==> src/rtl/fifo_wr_arbiter.sv <==
// fifo_wr_arbiter
//   Round-robin arbiter sharing the single write port of a synchronous FIFO
//   between N_REQ producers. An owner keeps the port for up to MAX_BURST
//   consecutive words, then the search pointer rotates past it. FIFO full
//   stalls any grant without disturbing ownership.
//
// Ports
//   clk          : clock, rising edge
//   rst          : asynchronous reset, active-high; forces all outputs to 0
//   req          : per-requester write request (held until granted)
//   req_data     : requester i word in bits [i*WIDTH +: WIDTH]
//   fifo_full    : FIFO full flag; blocks all grants
//   gnt          : one-hot; word from requester i accepted this cycle
//   fifo_wr_en   : FIFO write enable (OR of gnt)
//   fifo_wr_data : granted requester's word, 0 when nothing is granted
//   busy         : high while a burst is in progress
//   owner_id     : current or most recent owner index
module fifo_wr_arbiter #(
   parameter int N_REQ     = 4,
   parameter int WIDTH     = 8,
   parameter int MAX_BURST = 4
) (
   input  logic                     clk,
   input  logic                     rst,
   input  logic [N_REQ-1:0]         req,
   input  logic [N_REQ*WIDTH-1:0]   req_data,
   input  logic                     fifo_full,
   output logic [N_REQ-1:0]         gnt,
   output logic                     fifo_wr_en,
   output logic [WIDTH-1:0]         fifo_wr_data,
   output logic                     busy,
   output logic [$clog2(N_REQ)-1:0] owner_id
);

   localparam int          OW = $clog2(N_REQ);
   localparam int          CW = $clog2(MAX_BURST + 1);
   localparam int unsigned NR = N_REQ;

   localparam logic [OW-1:0] LAST_IDX = OW'(N_REQ - 1);
   localparam logic [CW-1:0] CNT_MAX  = CW'(MAX_BURST);

   typedef enum logic {IDLE, BURST} state_t;

   state_t           state, state_n;
   logic [OW-1:0]    owner, owner_n;
   logic [OW-1:0]    rr_ptr, rr_ptr_n;
   logic [CW-1:0]    cnt, cnt_n;
   logic [CW-1:0]    cnt_inc;

   logic [OW-1:0]    pick;
   logic [OW-1:0]    cand;
   logic             pick_valid;
   logic             grant;
   logic [OW-1:0]    grant_idx;

   logic [WIDTH-1:0] words [N_REQ];

   for (genvar i = 0; i < N_REQ; i++) begin : g_unpack
      assign words[i] = req_data[i*WIDTH +: WIDTH];
   end

   function automatic logic [OW-1:0] wrap_inc(input logic [OW-1:0] v);
      return (v == LAST_IDX) ? '0 : v + OW'(1);
   endfunction

   // Rotating-priority search: offsets are visited from farthest to nearest
   // so the candidate closest to rr_ptr is the last one written and wins.
   always_comb begin
      pick       = '0;
      pick_valid = 1'b0;
      cand       = '0;
      for (int unsigned j = 0; j < NR; j++) begin
         cand = OW'((32'(rr_ptr) + NR - 1 - j) % NR);
         if (req[cand]) begin
            pick       = cand;
            pick_valid = 1'b1;
         end
      end
   end

   always_ff @(posedge clk or posedge rst) begin
      if (rst) begin
         state  <= IDLE;
         owner  <= '0;
         rr_ptr <= '0;
         cnt    <= '0;
      end else begin
         state  <= state_n;
         owner  <= owner_n;
         rr_ptr <= rr_ptr_n;
         cnt    <= cnt_n;
      end
   end

   always_comb begin
      state_n   = state;
      owner_n   = owner;
      rr_ptr_n  = rr_ptr;
      cnt_n     = cnt;
      grant     = 1'b0;
      grant_idx = owner;
      cnt_inc   = cnt + CW'(1);

      unique case (state)
         IDLE: begin
            if (!fifo_full && pick_valid) begin
               grant     = 1'b1;
               grant_idx = pick;
               owner_n   = pick;
               if (MAX_BURST == 1) begin
                  rr_ptr_n = wrap_inc(pick);
               end else begin
                  cnt_n   = CW'(1);
                  state_n = BURST;
               end
            end
         end
         BURST: begin
            // A dropped request releases ownership even while the FIFO is full.
            if (!req[owner]) begin
               state_n  = IDLE;
               rr_ptr_n = wrap_inc(owner);
               cnt_n    = '0;
            end else if (!fifo_full) begin
               grant     = 1'b1;
               grant_idx = owner;
               if (cnt_inc == CNT_MAX) begin
                  state_n  = IDLE;
                  rr_ptr_n = wrap_inc(owner);
                  cnt_n    = '0;
               end else begin
                  cnt_n = cnt_inc;
               end
            end
         end
         default: state_n = IDLE;
      endcase
   end

   // State is already cleared by the async reset, but the IDLE search still
   // sees live requests, so the grant path is gated by rst directly.
   always_comb begin
      gnt          = '0;
      fifo_wr_data = '0;
      if (grant && !rst) begin
         gnt[grant_idx] = 1'b1;
         fifo_wr_data   = words[grant_idx];
      end
   end

   assign fifo_wr_en = grant && !rst;
   assign busy       = (state == BURST) && !rst;
   assign owner_id   = rst ? '0 : owner;

endmodule

==> config.mk <==
export PLATFORM = sky130hd
export DESIGN_NAME = fifo_wr_arbiter
export DESIGN_NICKNAME = d
export VERILOG_FILES = /design/src/rtl/fifo_wr_arbiter.sv
export SDC_FILE = /design/constraint.sdc
export NUM_CORES = 1
export LEC_CHECK = 0
export CAP_MARGIN = 20
export CORE_MARGIN = 8
export CORE_UTILIZATION = 39
export DETAILED_ROUTE_END_ITERATION = 8
export GPL_TIMING_DRIVEN = 0
export PLACE_DENSITY = 0.86
export SETUP_SLACK_MARGIN = 0.15
export SKIP_LAST_GASP = 1
export SYNTH_ARGS = -nofsm -noshare
export SYNTH_HDL_FRONTEND = slang
export SYNTH_SLANG_ARGS = --single-unit
==> constraint.sdc <==
create_clock -name clk -period 3.6 [get_ports clk]
set_clock_uncertainty 0.1 [all_clocks]
set_input_delay 0.72 -clock clk [delete_from_list [all_inputs] [get_ports clk]]
set_output_delay 0.72 -clock clk [all_outputs]
set_load 0.01 [all_outputs]
### After elaboration in Yosys (flattened, before gate mapping)

Cells that the tools add are included.

* register bits after elaboration: 8
* bits of input ports: 39
* output and inout bits: 16
* word-level logic and storage cells: 80

* $add $sub $neg: 7
* magnitude comparators: 8
* equality and inequality tests: 6
* multiplexer cells: 45
* bitwise operators: 2
* reduce and logical (&&, ||, !) cells: 8

Operators with widths (count)
* 8-bit 2-to-1 mux: 3
* 2-bit 2-to-1 mux: 10
* 2-bit by 3-bit less-than comparator with 1-bit output, second input constant: 6
* 8-bit binary-select mux with 2-bit select: 1
* 1-bit 2-to-1 mux: 16
* 3-bit 2-to-1 mux: 4
* 1-bit binary-select mux with 2-bit select: 5
* 3-bit one-hot mux with 2 select lines: 1
* 2-bit by 1-bit subtractor with 2-bit output, second input constant: 3
* 2-bit by 1-bit adder with 2-bit output, second input constant: 2
* 1-bit logical AND: 4
* 4-bit 2-to-1 mux: 1
* 2-bit inequality test, second input constant: 2
* 1-bit one-hot mux with 2 select lines: 2
* 2-bit one-hot mux with 2 select lines: 1
* 3-bit by 1-bit adder with 3-bit output, second input constant: 1
* 3-bit equality test, second input constant: 1
* 3-bit >= comparator, second input constant: 1
* 3-bit inequality test, second input constant: 1
* 2-bit inverter with 3-bit output: 1
* 3-bit AND reduction: 1
* 1-bit demux with 2-bit select: 1
* 2-bit equality test, second input constant: 1
* 2-bit by 1-bit >= comparator with 1-bit output, second input constant: 1
* other kinds (5): 6

### Depth between registers and ports, before layout

* word-level depth: 16
* depth in mapped cells: 7

### Worst setup path before layout

OpenSTA, ideal clock, no wires.

* path kind: in2out
* start point: in req[0]
* end point: out fifo_wr_data[1]
* arrival time: 1997 ps
* data required time: 2780 ps
* slack: 783 ps
* cell stages on the path: 6
* path buffers: 1
* cells stage by stage: nor4_2 or3_4 a21oi_1 a21bo_2 buf_6 o22ai_1

* elaborated cells between the ends (all ways): 30
* those cells by class: mux (27); bitwise (1); reduce/logical (2)

RTL lines
* start: declaration: line 25 `input logic [N_REQ-1:0] req,`
* 1-bit binary-select mux with 2-bit select: line 74 `if (req[cand]) begin`
* 1-bit 2-to-1 mux (not written as such): line 74
* 1-bit 2-to-1 mux (4 in a row): line 74
* 1-bit logical AND: line 106 `if (!fifo_full && pick_valid) begin`
* 1-bit 2-to-1 mux: line 106
* 1-bit one-hot mux with 2 select lines *: line 104 `unique case (state)`
* 1-bit logical AND *
* via fifo_wr_en: line 29 `output logic fifo_wr_en,`
* 8-bit 2-to-1 mux *: line 145 `if (grant && !rst) begin`
* end: declaration: line 30 `output logic [WIDTH-1:0] fifo_wr_data,`

Mark *: on every way through the listed nets, which the timed path passes. The rest lies on a longest branch. The select of a mux whose other input is x is not followed.

### Worst setup path after layout

* start point: in req[3]
* end point: out fifo_wr_data[2]

* word-level cells in the longest chain between the ends: 14
* elaborated cells between the ends (all ways): 30
* those cells by class: mux (27); bitwise (1); reduce/logical (2)

Ends and longest elaborated chain
* 1-bit binary-select mux with 2-bit select: line 74
* 1-bit 2-to-1 mux (not written as such): line 74
* 1-bit 2-to-1 mux (4 in a row): line 74
* 1-bit logical AND: line 106
* 2-bit 2-to-1 mux
* 2-bit one-hot mux with 2 select lines: line 104
* 2-bit inverter with 3-bit output (not written as such): line 147 `fifo_wr_data = words[grant_idx];`
* 8-bit binary-select mux with 2-bit select: line 147
* 8-bit 2-to-1 mux (not written as such) (2 in a row): line 147
* 8-bit 2-to-1 mux *: line 145

Every way passes the cells marked *; elsewhere a longest branch is shown, timed or not. The select of a mux whose other input is x is not followed.

==> results.yml <==
run_status:
  status: "completed"
routing:
  vias: 950
  drtAntennaViolNets: 0
  finalWirelength_um: 3070
  detail_route.wl_per_cell_um: 17.1
  vias_per_cell: 5.28
  drt_first_pass_iters: 4
  drt_iter0_drc: 68
  route.detailed.drc: 0
yosys:
  yosysSeqAreaShare_pct: 23.5
  syn_area_per_cell_um2: 9.36
  synth_top_family_by_area: "multiplexers"
  synth_top_area_share_pct: 23.5
  synth-xor-area-share_pct: 1.03
  yosys.area_share.simple_pct: 21.0
  yosysWarningCount: 0
  synth_edf_count: 0
  synth_seq_cells: 8
  synth_fa_ha_area_share_pct: 4.41
  synth_nets: 133
  synth_compound_area_share_pct: 19.4
  muxShareOfSynthArea_pct: 24.1
  ys.flop_type: "dfrtp_1"
  synth.area.top_cells: "dfrtp_1 23%, mux2i_1 19%, o22ai_1 5.9%, nor2b_1 5.1%, ha_1 4.4%"
  synthDistinctLibCells: 32
  syn_inst: 91
  synth_area_leader_cell: "dfrtp_1"
  ys_async_sr_fraction_pct: 100
  synth.cell_area_um2: 852
clock_tree:
  cts_made_buffers: 3
  cts.sinks: 8
  ctsHoldBuffers: 0
  clock_latency_ps: 240
  clock_path_buffers: 2
  cts_max_level: 1
  clk_pin_slew_ps: 50
  cts_root_buf: "clkbuf_4"
  cts_tree: "yes"
power:
  vdd_drop_max_uv: 350
  internal_power_mw: 0.537
  swShare_pct: 38.7
  leakage_nw: 0.652
  power.density_nw_per_um2: 586
  p_clk_share_pct: 7.4
  power_frac_seq_pct: 19.5
  p_comb_share_pct: 73.1
  power.switching_mw: 0.339
setup_path:
  critPathCapture: "fifo_wr_data[2]"
  path_cells: "buf_2 -> nor4_4 -> or3_4 -> o31ai_4 -> buf_4 -> buf_8 -> mux2i_1 -> o22ai_1 -> dlygate4sd2_1"
  r2r_start: "owner[0]"
  r2r_slack_ps: 1850
  crit_slowest_cell: "or3_4"
  end_kind: "output port"
  worst_setup_path_start_kind: "input port"
  max_stage_delay_ps: 360
  required_ps: 2780
  path_class: "input port to output port"
  r2r_cells: 4
  crit_fanout: 10
  r2r-end: "rr_ptr[0]"
  arrival_ps: 2530
  crit_start: "req[3]"
finish:
  num_antenna_cells: 0
  final_nets: 196
  syn2layout_area_growth_pct: 75.5
  drive_above_1_share_pct: 18.4
  post-route-util_pct: 69.6
sta:
  hold_viol_final: 0
  finalMaxSlewViolations: 0
  slew_headroom_pct: 73.3
  holdWs_ps: 414
  worstMarginPinSlew_ps: 397
  setup_viol: 0
  fmax_mhz: 298
  period_share_pct: 93.1
  min_period_ps: 3350
  rsz0062_at_grt: "false"
floorplan:
  die_h_um: 62.7
  placementRows: 17
  die-area_um2: 3940
  io-pin-count: 55
  core_region_area_um2: 2150
  start_util_pct: 39.7
  die-width_um: 62.7
min_path:
  min_path_type: "register to register"
  min_path_cells: 2
  hold_start: "cnt[2]"
global_routing:
  grt_pass1_wl_um: 4860
  antenna_found_initial: 0
  grt-ovfl-total: 0
  grt_pass1_vias: 984
  grt_max_degree: 11
  track_usage_pct: 14.9
run:
  drv_cap: 0
placed_design:
  place_congestion: 0.803
  post-dp-hpwl_um: 2480
  portBuffers: 54
==> timing repair <==
item                                    CTS  global route
endpoints found under the setup margin   12             9
gates cloned                              1             0
pin swaps                                 2             2
setup buffers                             2             1
gates resized for setup                  31            11
==> cell type report <==
type,instances,area (um2)
buffer,4,52.6
tap,28,35.0
sequential,8,200
multi-input combinational,77,617
inverter,2,7.51
clock buffer,3,22.5
timing repair buffer,58,561
fill,163,653
==> state kept, by name, indices dropped and copies added (netlist names) <==
name	cells
state	1
rr_ptr	2
cnt	3
owner	2
==> layout by cell type (no fill, tap or decap), types with 2 or more instances in the layout <==
cell type / n
o21ai_0: 3
o31ai_1: 2
ha_1: 3
buf_6: 4
mux2_2: 2
clkdlybuf4s50_1: 38
o22ai_1: 8
inv_1: 2
buf_8: 2
nor3_1: 2
nor2b_1: 7
dfrtp_1: 8
clkbuf_4: 3
nor2_1: 6
mux2i_1: 15
and2b_1: 2
nand2_1: 8
buf_2: 5
dlygate4sd2_1: 10
==> Yosys cell counts (2+ instances only) <==
library cell and n:
nor2b_1 7, nor3_1 2, nor2_1 6, ha_1 3, mux2_2 2, buf_6 3
nand2_1 8, mux2i_1 16, and2b_1 2, o31ai_1 2, o22ai_1 8, o21ai_0 4
inv_1 2, dfrtp_1 8
==> power groups by stage <==
stage	Combinational (mW)	Clock [mW]	Sequential, mW
finish	0.641	0.0650	0.171
global route	0.685	0.0738	0.177
CTS	0.629	0.0681	0.170
detailed placement	0.569	0	0.172
global placement	0.548	0	0.167
floorplan	0.382	0	0.160
==> per-layer routing <==
layer,share of wire [%],vias up,GRT usage [%]
met5,0,-,0
met4,0,0,2.56
met3,4.0,0,1.97
met2,58,28,31.4
met1,38,463,14.8
li1,-,459,-
==> worst min path at each step <==
stage,endpoint,slack (ps)
floorplan,cnt[2],370
global placement,cnt[2],390
detailed placement,cnt[2],400
CTS,cnt[2],420
global route,cnt[2],450
finish,cnt[2],410
==> kinds of logic (layout without fill, tap and decap cells) <==
logic type	Yosys count	in the layout
flip-flops	8	8
adder cells (fa/ha/maj)	3	3
AO/OA/AOI/OAI	22	22
XOR/XNOR	1	1
multiplexers	19	19
AND/OR/NAND/NOR	32	32
buffers and inverters	6	67
==> critical path: cells and delay by family <==
family                 cells  cell delay, ps
AND/OR/NAND/NOR            2             430
multiplexers               1             200
AO/OA/AOI/OAI              2             430
buffers and inverters      4             750
==> through the flow <==
step | power [mW] | instances | instance area (um2) | TNS, ps | setup WS [ps]
after detailed placement | 0.741 | 173 | 1430 | -3870 | -377
after CTS | 0.867 | 179 | 1520 | 0 | 176
after global placement | 0.716 | 173 | 1430 | -3610 | -348
final | 0.877 | 180 | 1500 | 0 | 249
after floorplan | 0.542 | 91 | 852 | 0 | 783
after global routing | 0.935 | 180 | 1500 | 0 | 183
Note: power is estimated with default switching activity, not from simulation.
==> patch 1: new RTL, config.mk and constraints unchanged <==
Set the parameter `MAX_BURST` to 8 (it was 4).
--- a/src/rtl/fifo_wr_arbiter.sv
+++ b/src/rtl/fifo_wr_arbiter.sv
@@ -18,7 +18,7 @@
 module fifo_wr_arbiter #(
    parameter int N_REQ     = 4,
    parameter int WIDTH     = 8,
-   parameter int MAX_BURST = 4
+   parameter int MAX_BURST = 8
 ) (
    input  logic                     clk,
    input  logic                     rst,
Function: changed (Yosys sat finds a counterexample within 10 cycles, from zero or initial values and one cycle with rst high).
==> patch 1 against the unedited design <==
  * Setup slack worse by 41 ps
  * Synthesized area grew 8.4%
  * Routed wire length increased by 10%
  * Cell area grew 8.1%
  * Global-route usage increased by 1.2 points
  * Sequential cell count is 1 higher
  * Via count up 7.3%
  * Utilization grew 2.8 points
  * Critical path depth did not move
  * Sequential power increased by 12%
  * Power up 5.6%
  * Critical path type unchanged
==> patch 1: results (changes against the unedited design) <==
metric,value,unit,change
r2r_slack,1500,ps,-350 ps
use_met3,4.124,%,+2.2 points
critPathCapture,fifo_wr_data[3],,
synth_top_family_by_area,compound AO/OA/AOI/OAI gates,,
dp_hpwl,2.588,mm,+4.3%
netlist_top_cells_count,"mux2i_1, dfrtp_1, o22ai_1, nand2_1, nor2_1",,
synth_area_leaders,"dfrtp_1, mux2i_1, o22ai_1",,
yosysSeqAreaShare,24.39,%,+0.90 points
grt_pass1_wl,5.354,mm,+10%
synth-adder-area-share,4.065,%,-0.34 points
multi_input_area,674.4,µm²,+9.3%
place_ws,-415.0,ps,-37.98 ps
grt_pass1_vias,1085,,+10%
grt.met1_usage,15.22,%,+0.37 points
grt_use_met2,32.92,%,+1.5 points
switching_power,0.3775,mW,+11%
place_area,0.001499,mm²,+5.0%
r2r-end,cnt[3]$_DFFE_PP0P_,,
fmax,294.8,MHz,-1.2%
min_path_cells,1,,-1
worstPathMaxFanout,6,,-4
nets,210,,+7.1%
maxSlewHeadroom,69.42,%,-3.9 points
status,completed,,
drt-met1-wl,1.166,mm,+0.87%
final_cell_count_no_fill,195,,+8.3%
power.density,572.9,mW/mm²,-2.3%
grt_usage,16.17,%,+1.2 points
wl_met3,124,µm,+0.81%
leakage,0.7275,nW,+12%
hold_end,cnt[3]$_DFFE_PP0P_,,
yosys.area_share.xor_xnor,1.897,%,+0.87 points
drt_iter0_markers,53,,-22%
drive_above_1_share,23.95,%,+5.5 points
reg2reg_depth,6,,+2
worstHoldStart,cnt[3]$_DFFE_PP0P_,,
muxShareOfSynthArea,23.71,%,-0.37 points
ys_types,36,,+13%
vias,1019,,+7.3%
clock_latency,260,ps,+20 ps
place.gp.congestion,0.7827,,-2.5%
irDropWorstVdd,0.0003852,V,+10%
critPathArrivalTime,2570,ps,+40 ps
highest_layer,met4,,
## patch 1: changes by cell type after synthesis, sizes merged, moves of 2 or more
cell and delta:
and2b -3, nand3 +2, or2b +2, nor3 -2
nor2b -2, a21o +2
## patch 1: power groups by stage
stage          logic, mW  clock network (mW)  registers (mW)
2_1_floorplan      0.400                   0           0.178
3_3_place_gp       0.562                   0           0.188
3_5_place_dp       0.577                   0           0.191
4_1_cts            0.630              0.0802           0.191
5_1_grt            0.712              0.0860           0.199
6_report           0.657              0.0766           0.192
## patch 1: layout make-up
cell class / count / share of cell area [%]
plain buffers: 4 / 2.322
clock buffers: 4 / 1.625
inverters: 2 / 0.4644
multi-input cells: 80 / 41.72
flip-flops and latches: 9 / 13.93
well taps: 28 / 2.167
repair buffers: 68 / 37.77
## patch 1: timing repair
| item | CTS | global route |
|---|---|---|
| hold buffers | 0 | 0 |
| cloned | 0 | 0 |
| pin swaps | 5 | 1 |
| resized for setup | 29 | 15 |
| setup buffers | 12 | 2 |
| endpoints found under the setup margin | 13 | 10 |
==> patch 2: new RTL, same settings <==
Made on the original files. Make the reset (`rst`) synchronous in one clocked block. Comments in the files are not updated.
--- a/src/rtl/fifo_wr_arbiter.sv
+++ b/src/rtl/fifo_wr_arbiter.sv
@@ -78,7 +78,7 @@
       end
    end
 
-   always_ff @(posedge clk or posedge rst) begin
+   always_ff @(posedge clk) begin
       if (rst) begin
          state  <= IDLE;
          owner  <= '0;
Function: no difference found for any inputs over 10 cycles, from zero or initial values and one cycle with rst high; that may be too few to reach the edited logic, so the function may still have changed.
==> patch 2 against the unedited design <==
  * Via count grew 4.5%
  * Sequential cell count is the same
  * First-iteration DRC count down 46%
  * Synthesized cell count rose by 12%
  * Largest cell class unchanged
  * Routed wire length shrank 5.2%
  * Maximum frequency shrank 1.4%
  * Worst hold slack worse by 32 ps
  * Synthesized area down 4.3%
  * Setup slack got worse by 49 ps
  * Highest routed layer is now met4
  * Cell area decreased by 1.9%
Power is not compared: it rests on default switching activity, and its combinational part moved more than twofold at a synthesized area within 25%.
==> patch 2: results (changes against the unedited design) <==
metric,value,unit,change
grt_pass1_wl,4.533,mm,-6.8%
reg2reg_from,owner[0]$_SDFFE_PP0N_,,
drt-vias-per-instance,5.254,,-0.45%
reg2reg_depth,5,,+1
slowest_stage,or4_4,,
grt_usage,15.53,%,+0.58 points
final_cell_count_no_fill,189,,+5.0%
netlist_top_cells_count,"mux2i_1, nor2_1, dfxtp_1, nor2b_1, o22ai_1",,
synth_area_leaders,"mux2i_1, dfxtp_1, nor2b_1",,
num-fill-cells,164,,+0.61%
place.gp.congestion,0.8469,,+5.5%
synthArstFlopShare,0,%,-100 points
worstPathMaxFanout,7,,-3
drt_iter0_markers,37,,-46%
drive_above_1_share,19.14,%,+0.71 points
slowest_delay,560,ps,+200 ps
yosysSeqAreaShare,19.63,%,-3.9 points
synth_ff_type,dfxtp_1,,
critPathArrivalTime,2580,ps,+50 ps
ys_types,31,,-3.1%
clock_latency,260,ps,+20 ps
dp_cells,183,,+5.8%
status,completed,,
maxSlewHeadroom,72.18,%,-1.1 points
worstHoldStart,rr_ptr[0]$_SDFFE_PP0P_,,
[patch 2: power by group]
group          total [mW]  internal (mW)  switching [mW]
clock              0.0699         0.0382          0.0317
combinational       0.148         0.0864          0.0620
sequential         0.0981         0.0934         0.00463
[patch 2: final timing paths]
path	to	slack, ps
worst max-delay path	fifo_wr_data[1]	200
worst min-delay path	rr_ptr[0]$_SDFFE_PP0P_	380
worst max register to register	rr_ptr[0]$_SDFFE_PP0P_	1620
worst min register to register	rr_ptr[0]$_SDFFE_PP0P_	380
[patch 2: tightest hold or removal path, cell delays in order (launching register included)]
cell and delay, ps:
dfxtp_1 330, nand2_1 60, a21oi_1 50
[patch 2: area by class of cell]
cell class	instances	area [µm²]	area share, %
clock buffer	3	22.52	1.536
timing repair buffer	57	539.3	36.77
sequential	8	160.2	10.92
inverter	3	11.26	0.7679
multi-input combinational	86	660.6	45.05
tap	27	33.78	2.304
buffer	5	38.79	2.645
[patch 2: logic make-up (layout without fill, tap and decap cells)]
logic type	Yosys count	in the layout	share of synthesized area [%]
AOI/OAI and AO/OA	26	26	21.17
xor gates and xnor gates	1	1	1.074
adders and majority gates	3	3	4.602
buffers and inverters	8	68	4.600
DFF	8	8	19.63
muxes	18	18	24.08
and+or+nand+nor	38	38	24.85
[patch 2: what timing repair did]
| action | 4_1_cts | 5_1_grt |
|---|---|---|
| endpoints found under the setup margin | 12 | 11 |
| resized for setup | 37 | 18 |
| setup buffers | 3 | 0 |
| pin swaps | 2 | 1 |
| gates cloned | 0 | 0 |
[patch 2: per-layer routing]
metal	vias up	global-route usage, %	share of wire (%)
met5	-	0	0
met4	0	3.571	0.86
met3	5	5.350	7.7
met2	44	27.62	52
met1	445	17.22	39
li1	499	-	-
